## src/rtl/zled_pkg.sv

```systemverilog
// Shared definitions for the LED driver: command mode codes, channel FSM
// state encodings and a helper giving the steady LED level of a state.
package zled_pkg;

    localparam logic [1:0] MODE_OFF   = 2'd0;
    localparam logic [1:0] MODE_ON    = 2'd1;
    localparam logic [1:0] MODE_BLINK = 2'd2;
    localparam logic [1:0] MODE_FLASH = 2'd3;

    typedef enum logic [1:0] {
        S_OFF   = 2'd0,
        S_ON    = 2'd1,
        S_BLINK = 2'd2,
        S_FLASH = 2'd3
    } state_t;

    // LED level on entry to a state (BLINK always starts lit).
    function automatic logic led_on_entry(state_t s);
        return (s != S_OFF);
    endfunction

endpackage

```

## src/rtl/zled_if.sv

```systemverilog
// Command handshake bundle between fabric logic (master) and the LED driver (slave).
//   iCmdValid : command strobe
//   iCmdCh    : target channel
//   iCmdMode  : 0=OFF 1=ON 2=BLINK 3=FLASH
//   oCmdReady : driver accepts commands when high
interface zled_if;
    logic       iCmdValid;
    logic [1:0] iCmdCh;
    logic [1:0] iCmdMode;
    logic       oCmdReady;

    modport master (output iCmdValid, iCmdCh, iCmdMode, input oCmdReady);
    modport slave  (input iCmdValid, iCmdCh, iCmdMode, output oCmdReady);
endinterface

```

## src/rtl/zled_channel.sv

```systemverilog
// One LED channel: mode FSM, millisecond counter and saved mode for FLASH restore.
//   iClk, iRst : clock, async active-high reset
//   iTick      : 1-cycle millisecond tick from the shared prescaler
//   iCmdStb    : command addressed to this channel was accepted this cycle
//   iCmdMode   : commanded mode
//   oLed       : registered LED drive, 1=lit
//   oFlashDone : registered 1-cycle pulse when a FLASH expires
module zled_channel
    import zled_pkg::*;
#(
    parameter int unsigned BLINK_MS = 250,
    parameter int unsigned FLASH_MS = 100
) (
    input  logic       iClk,
    input  logic       iRst,
    input  logic       iTick,
    input  logic       iCmdStb,
    input  logic [1:0] iCmdMode,
    output logic       oLed,
    output logic       oFlashDone
);

    localparam int unsigned MS_MAX = (BLINK_MS > FLASH_MS) ? BLINK_MS : FLASH_MS;
    localparam int unsigned CNT_W  = $clog2(MS_MAX + 1);
    localparam logic [CNT_W-1:0] BLINK_LAST = CNT_W'(BLINK_MS - 1);
    localparam logic [CNT_W-1:0] FLASH_LAST = CNT_W'(FLASH_MS - 1);

    state_t           r_state;
    state_t           r_saved;
    logic [CNT_W-1:0] r_cnt;
    logic             r_led;
    logic             r_done;

    assign oLed       = r_led;
    assign oFlashDone = r_done;

    // A command always takes priority over tick-driven timing in the same cycle.
    always_ff @(posedge iClk or posedge iRst) begin
        if (iRst) begin
            r_state <= S_OFF;
            r_saved <= S_OFF;
            r_cnt   <= '0;
            r_led   <= 1'b0;
            r_done  <= 1'b0;
        end else begin
            r_done <= 1'b0;
            if (iCmdStb) begin
                r_cnt <= '0;
                case (iCmdMode)
                    MODE_OFF: begin
                        r_state <= S_OFF;
                        r_led   <= 1'b0;
                    end
                    MODE_ON: begin
                        r_state <= S_ON;
                        r_led   <= 1'b1;
                    end
                    MODE_BLINK: begin
                        r_state <= S_BLINK;
                        r_led   <= 1'b1;
                    end
                    default: begin
                        // Re-flashing keeps the mode saved by the first FLASH.
                        if (r_state != S_FLASH) begin
                            r_saved <= r_state;
                        end
                        r_state <= S_FLASH;
                        r_led   <= 1'b1;
                    end
                endcase
            end else if (iTick) begin
                case (r_state)
                    S_BLINK: begin
                        if (r_cnt == BLINK_LAST) begin
                            r_led <= ~r_led;
                            r_cnt <= '0;
                        end else begin
                            r_cnt <= r_cnt + CNT_W'(1);
                        end
                    end
                    S_FLASH: begin
                        if (r_cnt == FLASH_LAST) begin
                            r_state <= r_saved;
                            r_led   <= led_on_entry(r_saved);
                            r_cnt   <= '0;
                            r_done  <= 1'b1;
                        end else begin
                            r_cnt <= r_cnt + CNT_W'(1);
                        end
                    end
                    default: ;
                endcase
            end
        end
    end

endmodule

```

## src/rtl/zled_driver.sv

```systemverilog
// NUM_CH indicator LED driver: shared millisecond prescaler, command decode
// and one zled_channel per LED.
//   iClk, iRst : clock, async active-high reset
//   cmd        : command handshake (zled_if slave)
//   oLed       : registered LED drive, 1=lit
//   oFlashDone : per-channel 1-cycle pulse on FLASH expiry
module zled_driver
    import zled_pkg::*;
#(
    parameter int unsigned NUM_CH   = 4,
    parameter int unsigned TICK_DIV = 50000,
    parameter int unsigned BLINK_MS = 250,
    parameter int unsigned FLASH_MS = 100
) (
    input  logic              iClk,
    input  logic              iRst,
    zled_if.slave             cmd,
    output logic [NUM_CH-1:0] oLed,
    output logic [NUM_CH-1:0] oFlashDone
);

    localparam int unsigned PRE_W = $clog2(TICK_DIV);

    logic [PRE_W-1:0]  r_pre;
    logic              r_ready;
    logic              w_tick;
    logic              w_accept;
    logic [NUM_CH-1:0] w_stb;

    assign w_tick        = (r_pre == PRE_W'(TICK_DIV - 1));
    assign w_accept      = cmd.iCmdValid & r_ready;
    assign cmd.oCmdReady = r_ready;

    // Free-running prescaler; only reset clears it.
    always_ff @(posedge iClk or posedge iRst) begin
        if (iRst) begin
            r_pre <= '0;
        end else begin
            r_pre <= w_tick ? '0 : r_pre + PRE_W'(1);
        end
    end

    // Ready rises on the first clock after reset release.
    always_ff @(posedge iClk or posedge iRst) begin
        if (iRst) begin
            r_ready <= 1'b0;
        end else begin
            r_ready <= 1'b1;
        end
    end

    // Channel numbers at or above NUM_CH match no strobe and are dropped.
    for (genvar g = 0; g < NUM_CH; g++) begin : g_ch
        assign w_stb[g] = w_accept & (cmd.iCmdCh == 2'(g));

        zled_channel #(
            .BLINK_MS (BLINK_MS),
            .FLASH_MS (FLASH_MS)
        ) u_ch (
            .iClk       (iClk),
            .iRst       (iRst),
            .iTick      (w_tick),
            .iCmdStb    (w_stb[g]),
            .iCmdMode   (cmd.iCmdMode),
            .oLed       (oLed[g]),
            .oFlashDone (oFlashDone[g])
        );
    end

endmodule
```

## src/flat_wrapper.sv

```systemverilog
// flat-port wrapper written by rule: the top's interface ports become plain ports
module zled_driver_flat import zled_pkg::*;
#(
    parameter int unsigned NUM_CH   = 4,
    parameter int unsigned TICK_DIV = 50000,
    parameter int unsigned BLINK_MS = 250,
    parameter int unsigned FLASH_MS = 100
)
  (iClk, iRst, oLed, oFlashDone, cmd_iCmdValid, cmd_iCmdCh, cmd_iCmdMode, cmd_oCmdReady);
  zled_if cmd_i ();
  input  logic iClk;
  input  logic iRst;
  output logic [NUM_CH-1:0] oLed;
  output logic [NUM_CH-1:0] oFlashDone;
  input wire logic [$bits(cmd_i.iCmdValid)-1:0] cmd_iCmdValid;
  input wire logic [$bits(cmd_i.iCmdCh)-1:0] cmd_iCmdCh;
  input wire logic [$bits(cmd_i.iCmdMode)-1:0] cmd_iCmdMode;
  output wire logic [$bits(cmd_i.oCmdReady)-1:0] cmd_oCmdReady;
  assign cmd_i.iCmdValid = cmd_iCmdValid;
  assign cmd_i.iCmdCh = cmd_iCmdCh;
  assign cmd_i.iCmdMode = cmd_iCmdMode;
  assign cmd_oCmdReady = cmd_i.oCmdReady;
  zled_driver #(.NUM_CH(NUM_CH), .TICK_DIV(TICK_DIV), .BLINK_MS(BLINK_MS), .FLASH_MS(FLASH_MS)) u_core (.iClk(iClk), .iRst(iRst), .cmd(cmd_i), .oLed(oLed), .oFlashDone(oFlashDone));
endmodule
```

## config.mk

```make
export PLATFORM = sky130hd
export DESIGN_NAME = zled_driver_flat
export DESIGN_NICKNAME = d
export VERILOG_FILES = /design/src/rtl/zled_pkg.sv /design/src/rtl/zled_if.sv /design/src/rtl/zled_channel.sv /design/src/rtl/zled_driver.sv /design/src/flat_wrapper.sv
export SDC_FILE = /design/constraint.sdc
export NUM_CORES = 1
export LEC_CHECK = 0
export BUFFER_PORTS_ARGS = -buffer_cell sky130_fd_sc_hd__clkbuf_2
export CAP_MARGIN = 30
export CORE_UTILIZATION = 35
export CTS_CLUSTER_DIAMETER = 60
export DETAILED_ROUTE_END_ITERATION = 8
export GPL_TIMING_DRIVEN = 0
export SKIP_LAST_GASP = 1
export SLEW_MARGIN = 10
export SYNTH_ARGS = -nofsm -noshare
export SYNTH_HDL_FRONTEND = slang
export SYNTH_SLANG_ARGS = --single-unit
```

## constraint.sdc

```tcl
create_clock -name iClk -period 2.6 [get_ports iClk]
set_clock_uncertainty 0.1 [all_clocks]
set_input_delay 0.13 -clock iClk [delete_from_list [all_inputs] [get_ports iClk]]
set_output_delay 0.13 -clock iClk [all_outputs]
set_load 0.01 [all_outputs]
```

==> reports/results.txt, run 1 <==
The die is 109 um wide. The relative max-transition margin was 44.8%. In this run the power density over the cells is 601 nW/um2.

Internal power comes to 0.00210 W. Along the worst path, the maximum fanout reaches 6. The tool flagged a number of max-cap violations equal to 0.

The floorplan has 38 rows. The tools report the final-layout setup total negative slack as 0 ns. The detailed router finished its first iteration with 142 violations. Measured on the finished design, the core utilization comes to 42.6%. STA classifies the critical path startpoint as a flop. The logs give 2 for the maximum root-to-sink buffer count and 0.858 for the final weighted congestion in routability-driven placement. From synthesis to final layout, the design area changed by 16.9%. In the layout the commonest cells are 72 x sky130_fd_sc_hd__dfrtp_1, 44 x sky130_fd_sc_hd__nand2_1, 39 x sky130_fd_sc_hd__nor2_1. For the pin with the worst max-slew slack, the measured transition is 0.822 ns. Once layout is complete, the cells apart from fillers number 621. Part of the cycle the worst path needs: 95.8%. The later pin in the worst-skew pair is clocked with a latency of 0.33 ns.

The number of global-route vias before repair is 3180. The flow ran to the end, and the final reports show no timing, DRC or antenna violations. The floorplan step set the die height to 109 um. For the post-synthesis sequential area ratio, the log shows 45.4%. Across all hold checks on the routed design, the worst slack comes to 0.0985 ns. The post-synthesis instance area is 4020 um2, and the number of antenna violations at the first check in global routing is 0.

For the static leakage, the log shows 2.14 nW. Detailed placement finished with a half-perimeter wire length of 5.92 mm. The ratio of cells with drive above 1 in the final layout came out at 13.1%. For the worst setup path, the data arrival time is 2.64 ns. In this run, synthesis produced a sequential element count of 73. The proportion of total power due to net switching came out at 25.5%. The clock buffer count from CTS came out at 9. The share of total power dissipated in sequential elements is 47.8%. Combinational logic burns 9.3% of the power. The highest achievable clock rate is 401 MHz, and the number of sinks on the clock net is 73. 16 I/O pins were placed. The tools report the number of max-slew violations in the final report as 0.

The run gives 11900 um2 as the area of the die. Leading cell type in the layout, fill and taps excluded: sky130_fd_sc_hd__dfrtp_1. For the count of cell types in the netlist, the log shows 46. The tools report the number of nets with antenna violations after detailed routing as 0. Setup repair after global routing left no endpoint under its margin.

The total overflow left after global routing is 0. The critical path class was reg -> reg. For the total wire length after detailed routing, the log shows 8.45 mm. Counting tap cells, the placed design contains a total of 596 instances. Synthesis produced a netlist with a net count of 461. The tree is rooted in a sky130_fd_sc_hd__clkbuf_16.

After detailed routing, the number of remaining DRC violations is 0. The logs give 496 for the final net count and 0 for the number of hold violations in the final report. Summed over all nets, the switching power comes to 0.000719 W. Counting every instance in the synthesized netlist gives 441.

Once the floorplan was initialized, standard cells occupied 36.4% of the core. Of the total power, the clock network draws 42.9%. In this run the standard cell core region covers 11000 um2.

The data required time at the worst endpoint was 2.75 ns; the global-route total usage across every layer was 15.7%. The run gives 3 as the number of levels the H-tree was split into. The CTS clock-pin slew for the worst setup and hold paths was 0.06 ns. The final critical path time including I/O delays and setup works out to 2.49 ns. The tools report the kind of capture point of the worst setup path as a flop. The mean routed wirelength per cell works out to 13.6 um. For the number of synthesis warnings, the log shows 0. The logs give 0.316 mV for the peak supply drop and 56 for the maximum number of pins on one net before global-route repair. The tools report the final-report setup violation count as 0. The first TritonRoute pass finished after 4 iterations. The first global-routing pass estimated 14.8 mm of wire. In this run the mean area of a mapped cell was 9.12 um2.

The number of buffers added on ports was 13; the via count was 3267. The path class of the tightest hold or removal check is in -> reg. TritonCTS built the clock tree. The repair_antennas step left the layout with diodes totalling 0. The via count normalized by instance count came out at 5.26.
path summary, 6_finish.rpt:
kind	end	from	slack (ns)	cells past startpoint
worst max register to register	u_core.g_ch[0].u_ch.r_cnt[5]	u_core.r_pre[13]	0.11	5
worst max-delay path	u_core.g_ch[0].u_ch.r_cnt[5]	u_core.r_pre[13]	0.11	5
min in group asynchronous	u_core.r_pre[1]	iRst	0.19	3
worst min-delay path	u_core.g_ch[1].u_ch.r_state[1]	cmd_iCmdCh[1]	0.1	3
max in group asynchronous	u_core.g_ch[3].u_ch.r_saved[1]	iRst	1.67	4
worst min register to register	u_core.r_pre[0]	u_core.r_pre[0]	0.35	1
per-layer routing:
| metal | part of all wire, % | GRT usage [%] | wire length (um) |
|---|---|---|---|
| met5 | 0 | 0 | 0 |
| met3 | 2.7 | 3.11 | 229 |
| met2 | 48 | 25.8 | 4040 |
| met1 | 48 | 20.3 | 4080 |
| met4 | 1.1 | 6.10 | 97 |
Yosys cell counts, drive strengths merged:
cell type  instances  area (um2)
nand4bb            1        11.3
nand4b             4        35.0
and2               4        25.0
and4               2        17.5
and3               9        56.3
nor2b              2        12.5
a21boi             2        15.0
or3               10        62.6
inv               19        71.3
a21oi             37         185
nand2             44         165
clkbuf             9        33.8
o21ai             27         135
nand4             13        81.3
a22oi              4        30.0
xnor2              6        52.6
buf               10        70.1
or4                4        33.8
a32oi              2        17.5
o211ai             2        15.0
ha                13         163
a2111o             1        11.3
o31ai              6        45.0
nand3b             3        22.5
conb               1        3.75
mux2i             20         200
nor3              19        95.1
nor2              39         146
or2                3        18.8
nand2b             2        12.5
xor2               8        70.1
nand3             23         115
a311oi             1        8.76
a2bb2oi            1        8.76
a211o              1        8.76
dfrtp             73        1830
or4b               7        70.1
o21a               2        15.0
a31oi              3        18.8
nor4               3        25.0
or3b               1        8.76
repair_timing:
action | 4_1_cts | 5_1_grt
hold buffers | 1 | 0
pin swaps | 2 | 3
endpoints found under the hold margin | 73 | 0
gates cloned | 0 | 0
endpoints found under the setup margin | 27 | 8
gates resized for setup | 5 | 1
setup buffers | 4 | 4
cell families (layout without fill, tap and decap cells):
logic type / count (synthesis) / in the layout / synth area share (%)
adder cells (fa/ha/maj): 13 / 13 / 4.05
XOR/XNOR: 14 / 14 / 3.05
AND/OR/NAND/NOR: 193 / 193 / 25.2
other: 1 / 1 / 0.0933
flip-flops: 73 / 73 / 45.4
AO/OA/AOI/OAI: 89 / 89 / 12.8
multiplexers: 20 / 20 / 4.98
buffers and inverters: 38 / 78 / 4.36
state kept, by name (all words and copies together), names as in the netlist:
signal                       flops
u_core.g_ch.u_ch.oFlashDone      4
u_core.r_pre                    16
u_core.g_ch.u_ch.r_cnt          32
u_core.g_ch.u_ch.r_saved         8
u_core.g_ch.u_ch.r_state         8
u_core.cmd.oCmdReady             1
u_core.g_ch.u_ch.oLed            4
metrics by stage:
stage / area (um2) / worst slack (ns) / total power, W
6_report: 4700 / 0.108 / 0.00282
5_1_grt: 4700 / 0.0177 / 0.00297
4_1_cts: 4660 / 0.0154 / 0.00286
3_5_place_dp: 4300 / -0.252 / 0.00163
3_3_place_gp: 4260 / -0.567 / 0.00161
2_1_floorplan: 4020 / 0.226 / 0.00154
critical path, cell delays in order, from the launching register on:
cell and delay, ns:
sky130_fd_sc_hd__dfrtp_1 0.38, sky130_fd_sc_hd__or4_4 0.58, sky130_fd_sc_hd__or4_4 0.52, sky130_fd_sc_hd__a2111o_1 0.39
sky130_fd_sc_hd__or3_1 0.37, sky130_fd_sc_hd__o21ai_1 0.08
power by group through the flow:
stage	Sequential [W]	Clock, W	Combinational, W
6_report	0.00135	0.00121	0.000262
5_1_grt	0.00136	0.00130	0.000304
4_1_cts	0.00135	0.00125	0.000267
3_5_place_dp	0.00137	0	0.000265
3_3_place_gp	0.00136	0	0.000251
2_1_floorplan	0.00134	0	0.000201
cell type report:
type	instances	area [um2]
buffer	18	103
clock buffer	15	288
clock inverter	1	7.51
fill	1110	6330
inverter	19	73.8
multi-input combinational	330	2050
sequential	73	1830
tap	140	175
timing repair buffer	25	173
No activity file was read; power rests on OpenSTA's default activity.
==> inputs of run 2 (changes only) <==
- ABC_AREA: not set -> 1
- TNS_END_PERCENT: not set -> 20
==> run 2 against run 1 <==
Compared with the run above:
- total power decreased by 0.64%
- setup slack improved by 0.57 ns
- clock-buffer cell count decreased by 2
- synthesized cell count increased by 54%
- wire length increased by 25%
- synthesized area increased by 16%
- clock power about the same
- largest cell class unchanged
- critical endpoint is now u_core.g_ch[0].u_ch.oFlashDone
- via count increased by 28%
==> reports/results.txt, run 2 <==
The flow ran to the end, and the final reports show no timing, DRC or antenna violations. The post-cts gate resize count came out at 0. The mean instance size in the synthesized netlist works out to 6.88 um2. The tools report the total wire length after detailed routing as 10.6 mm. By count the netlist is led by 231 x sky130_fd_sc_hd__nand2_1, 83 x sky130_fd_sc_hd__nand3_1, 81 x sky130_fd_sc_hd__inv_1.

The boundary pin count is 16. The kind of cell with the highest combined delay along the critical path is simple AND/OR/NAND/NOR gates. Relative to the synthesized area, the layout overhead comes to 13.1%.

The die outline width is 118 um. Counting flops with an async set or reset pin after synthesis yields a share of 100%. The first global-routing pass estimated 18.2 mm of wire. Counting buffers and inverters, the worst setup path is 7 cells deep. The tools report the peak supply drop as 0.374 mV. The die covers 13800 um2. In the post-synthesis netlist, the biggest area contributors are sky130_fd_sc_hd__dfrtp_1 39%, sky130_fd_sc_hd__nand2_1 19%, sky130_fd_sc_hd__nand3_1 8.9%. The power density relative to cell area was 530 nW/um2; the count of buffers added by post-CTS timing repair for setup was 0. The number of sinks on the clock net is 73, and the remaining design rule violation count is 0.

For the arrival time of the worst setup path, the log shows 2.05 ns. The slowest stage of the critical path is the sky130_fd_sc_hd__dfrtp_1 cell. CTS built an H-tree with a depth of 3.

After synthesis the cells add up to 4670 um2. The largest fanout on the critical path works out to 7. The repair_antennas step left the layout with diodes totalling 0. The signal on the critical path passes through ha_1 -> nand2_1 -> inv_2 -> nand2_2 -> nor2_2 -> nand2_1 -> nor3_1. The final critical path time including I/O delays and setup is 1.92 ns. After filler insertion, the fill cell instance count of the layout stands at 1376. The number of nets with antenna violations after detailed routing was 0; the area share of the leading cell type in the synthesized netlist was 39.1%. Number of global-route vias before repair: 3823. The tools report the kind of capture point of the worst setup path as a flop. Max-cap violations in this run came to 0. For this run, the top clock speed supported by timing is 521 MHz. Setup violations remaining at the end of the flow were counted as 0. The count of routing violations after the opening detailed-route iteration was 133.

The tools report the static leakage as 2.87 nW. Flip-flop cell with the highest count after synthesis: sky130_fd_sc_hd__dfrtp_1. The tools report the reg-to-reg endpoint as u_core.g_ch[0].u_ch.oFlashDone. The leading cell type in the layout, fill and taps excluded is sky130_fd_sc_hd__nand2_1.

Counting distinct cell types in the post-synthesis netlist gives 29. The worst path buffer plus inverter count was 1. For the global-route total usage across every layer, the log shows 16.5%. The number of synthesized flops with an enable pin is 0.

In this run the vertical extent of the chip is 118 um. The part of the cycle the worst path needs works out to 73.8%. The post-synthesis instance total was 679; the maximum number of pins on one net before global-route repair was 46.

The critical path class is reg -> reg. The maximum root-to-sink buffer count was 2. The tools report the source-to-sink clock delay at the later pin of the worst-skew pair as 0.34 ns.

After clock tree synthesis, the clock-pin slew on the worst setup and hold paths is 0.06 ns. On the worst path, the slowest cell contributes a delay of 0.37 ns. The post-route netlist has 10.5% of its cells at a drive strength greater than 1.

In the layout the commonest cells are 231 x sky130_fd_sc_hd__nand2_1, 83 x sky130_fd_sc_hd__nand3_1, 80 x sky130_fd_sc_hd__inv_1. The post-synthesis sequential area ratio is 39.1%, and the number of register bits inferred by synthesis is 73. Startpoint type of the worst setup path: a flop.

For this configuration, the core starts out at a cell density of 36.4%. Sink of the worst hold path: u_core.g_ch[2].u_ch.r_state[1]. The worst hold path begins at cmd_iCmdMode[1].

The largest registers in the layout are u_core.g_ch.u_ch.r_cnt x32, u_core.r_pre x16. Yosys instantiated no cell more often than sky130_fd_sc_hd__nand2_1. In the final design database the tool counted 727 nets.

The final design utilization was 41.2%. The number of synthesis warnings was 0; the number of buffers added on ports was 15. For the number of max-slew violations in the final report, the log shows 0. The most common cell type on the critical path is sky130_fd_sc_hd__nand2_1. The number of hold violations in the final report is 0. In this run the critical register-to-register path is launched from u_core.r_pre[0]. In this run the cell area measured after placement is 4990 um2. Setup repair after global routing left no endpoint under its margin. The placed wire-length estimate after detailed placement was 7.77 mm; the flip-flop count of the largest register after layout was 32. Total grt overflow: 0. The cell chosen for the clock root is sky130_fd_sc_hd__clkbuf_16. TritonCTS built the clock tree.

Most area-hungry cell type in the Yosys netlist: sky130_fd_sc_hd__dfrtp_1. The clock buffer count from CTS is 9, and the number of antenna violations at the first check in global routing is 0. The final route contains 4172 vias. The site row count is 41. Counting cells, the worst reg-to-reg path comes to 7. The number of iterations in the first detailed-routing pass is 5, and the via count normalized by instance count is 4.72. STA puts the critical path data required time at 2.73 ns. The mean routed wirelength per cell was 12.0 um; the setup slack on the worst flop-to-flop path was 0.68 ns. The register with the highest flop count is u_core.g_ch.u_ch.r_cnt. The worst hold path was traced through 5 stages.

Routability-driven placement finished with a final weighted congestion of 0.851. The tools report the final non-filler cell area as 5290 um2. The core region is 12800 um2.

The kind of path behind the tightest hold check was in -> reg. The number of nets handed over by synthesis was 699.
run 2: worst max path at each step:
stage | from | to | slack [ns]
5_1_grt | u_core.r_pre[0] | u_core.g_ch[0].u_ch.oFlashDone | 0.55
6_report | u_core.r_pre[0] | u_core.g_ch[0].u_ch.oFlashDone | 0.68
3_5_place_dp | u_core.r_pre[0] | u_core.g_ch[0].u_ch.oFlashDone | 0.70
3_3_place_gp | iRst | u_core.g_ch[3].u_ch.r_cnt[7] | -0.47
2_1_floorplan | iRst | u_core.cmd.oCmdReady | 0.52
4_1_cts | u_core.r_pre[0] | u_core.g_ch[0].u_ch.oFlashDone | 0.70
run 2: metal layers:
| metal | global-route usage [%] | part of all wire [%] |
|---|---|---|
| met1 | 22.1 | 50 |
| met4 | 7.93 | 2.3 |
| met2 | 25.2 | 44 |
| met5 | 0 | 0 |
| met3 | 3.59 | 3.8 |
run 2: stage by stage:
step                      setup WS, ns  hold WS [ns]  power, W  setup TNS [ns]  std cells
final                            0.681         0.123   0.00280               0        883
after global routing             0.546         0.148   0.00297               0        883
after CTS                        0.698         0.104   0.00285               0        883
after detailed placement         0.700        0.0445   0.00164               0        867
after global placement          -0.473         0.353   0.00163          -34.27        866
after floorplan                  0.517         0.241   0.00154               0        679
run 2: worst reg2reg max path, cell delays in order, from the launching register on:
cell and delay, ns:
sky130_fd_sc_hd__dfrtp_1 0.37, sky130_fd_sc_hd__ha_1 0.17, sky130_fd_sc_hd__nand2_1 0.06, sky130_fd_sc_hd__inv_2 0.07, sky130_fd_sc_hd__nand2_2 0.09, sky130_fd_sc_hd__nor2_2 0.30
sky130_fd_sc_hd__nand2_1 0.31, sky130_fd_sc_hd__nor3_1 0.33
run 2: cell families (layout without fill, tap and decap cells):
kind of cell    count (synthesis)  count (layout)  synth area share (%)
compound gates                 40              40                  4.55
xor+xnor                       28              28                  5.25
fa+ha+maj                      13              13                  3.48
buf+inv                       106             138                  9.45
flops                          73              73                  39.1
other cells                     1               1                0.0802
simple gates                  418             418                  38.1
run 2: final cells by class:
class                   instances  area, um2  share of cell area (%)
clock buffers                  13        270                    5.11
multi-input cells             500       2410                    45.5
clock inverters                 2       12.5                   0.237
well taps                     172        215                    4.07
flip-flops and latches         73       1830                    34.5
inverters                      92        349                    6.60
plain buffers                  14       95.1                    1.80
repair buffers                 17        113                    2.13
run 2: report_power, final:
| group | internal, W | switching (W) |
|---|---|---|
| clock network | 0.000717 | 0.000461 |
| logic | 0.000145 | 0.000209 |
| registers | 0.00121 | 0.0000627 |
run 2: timing repair:
item	4_1_cts	5_1_grt
setup endpoints to repair	0	0
hold buffers	1	0
hold endpoints to repair	28	0
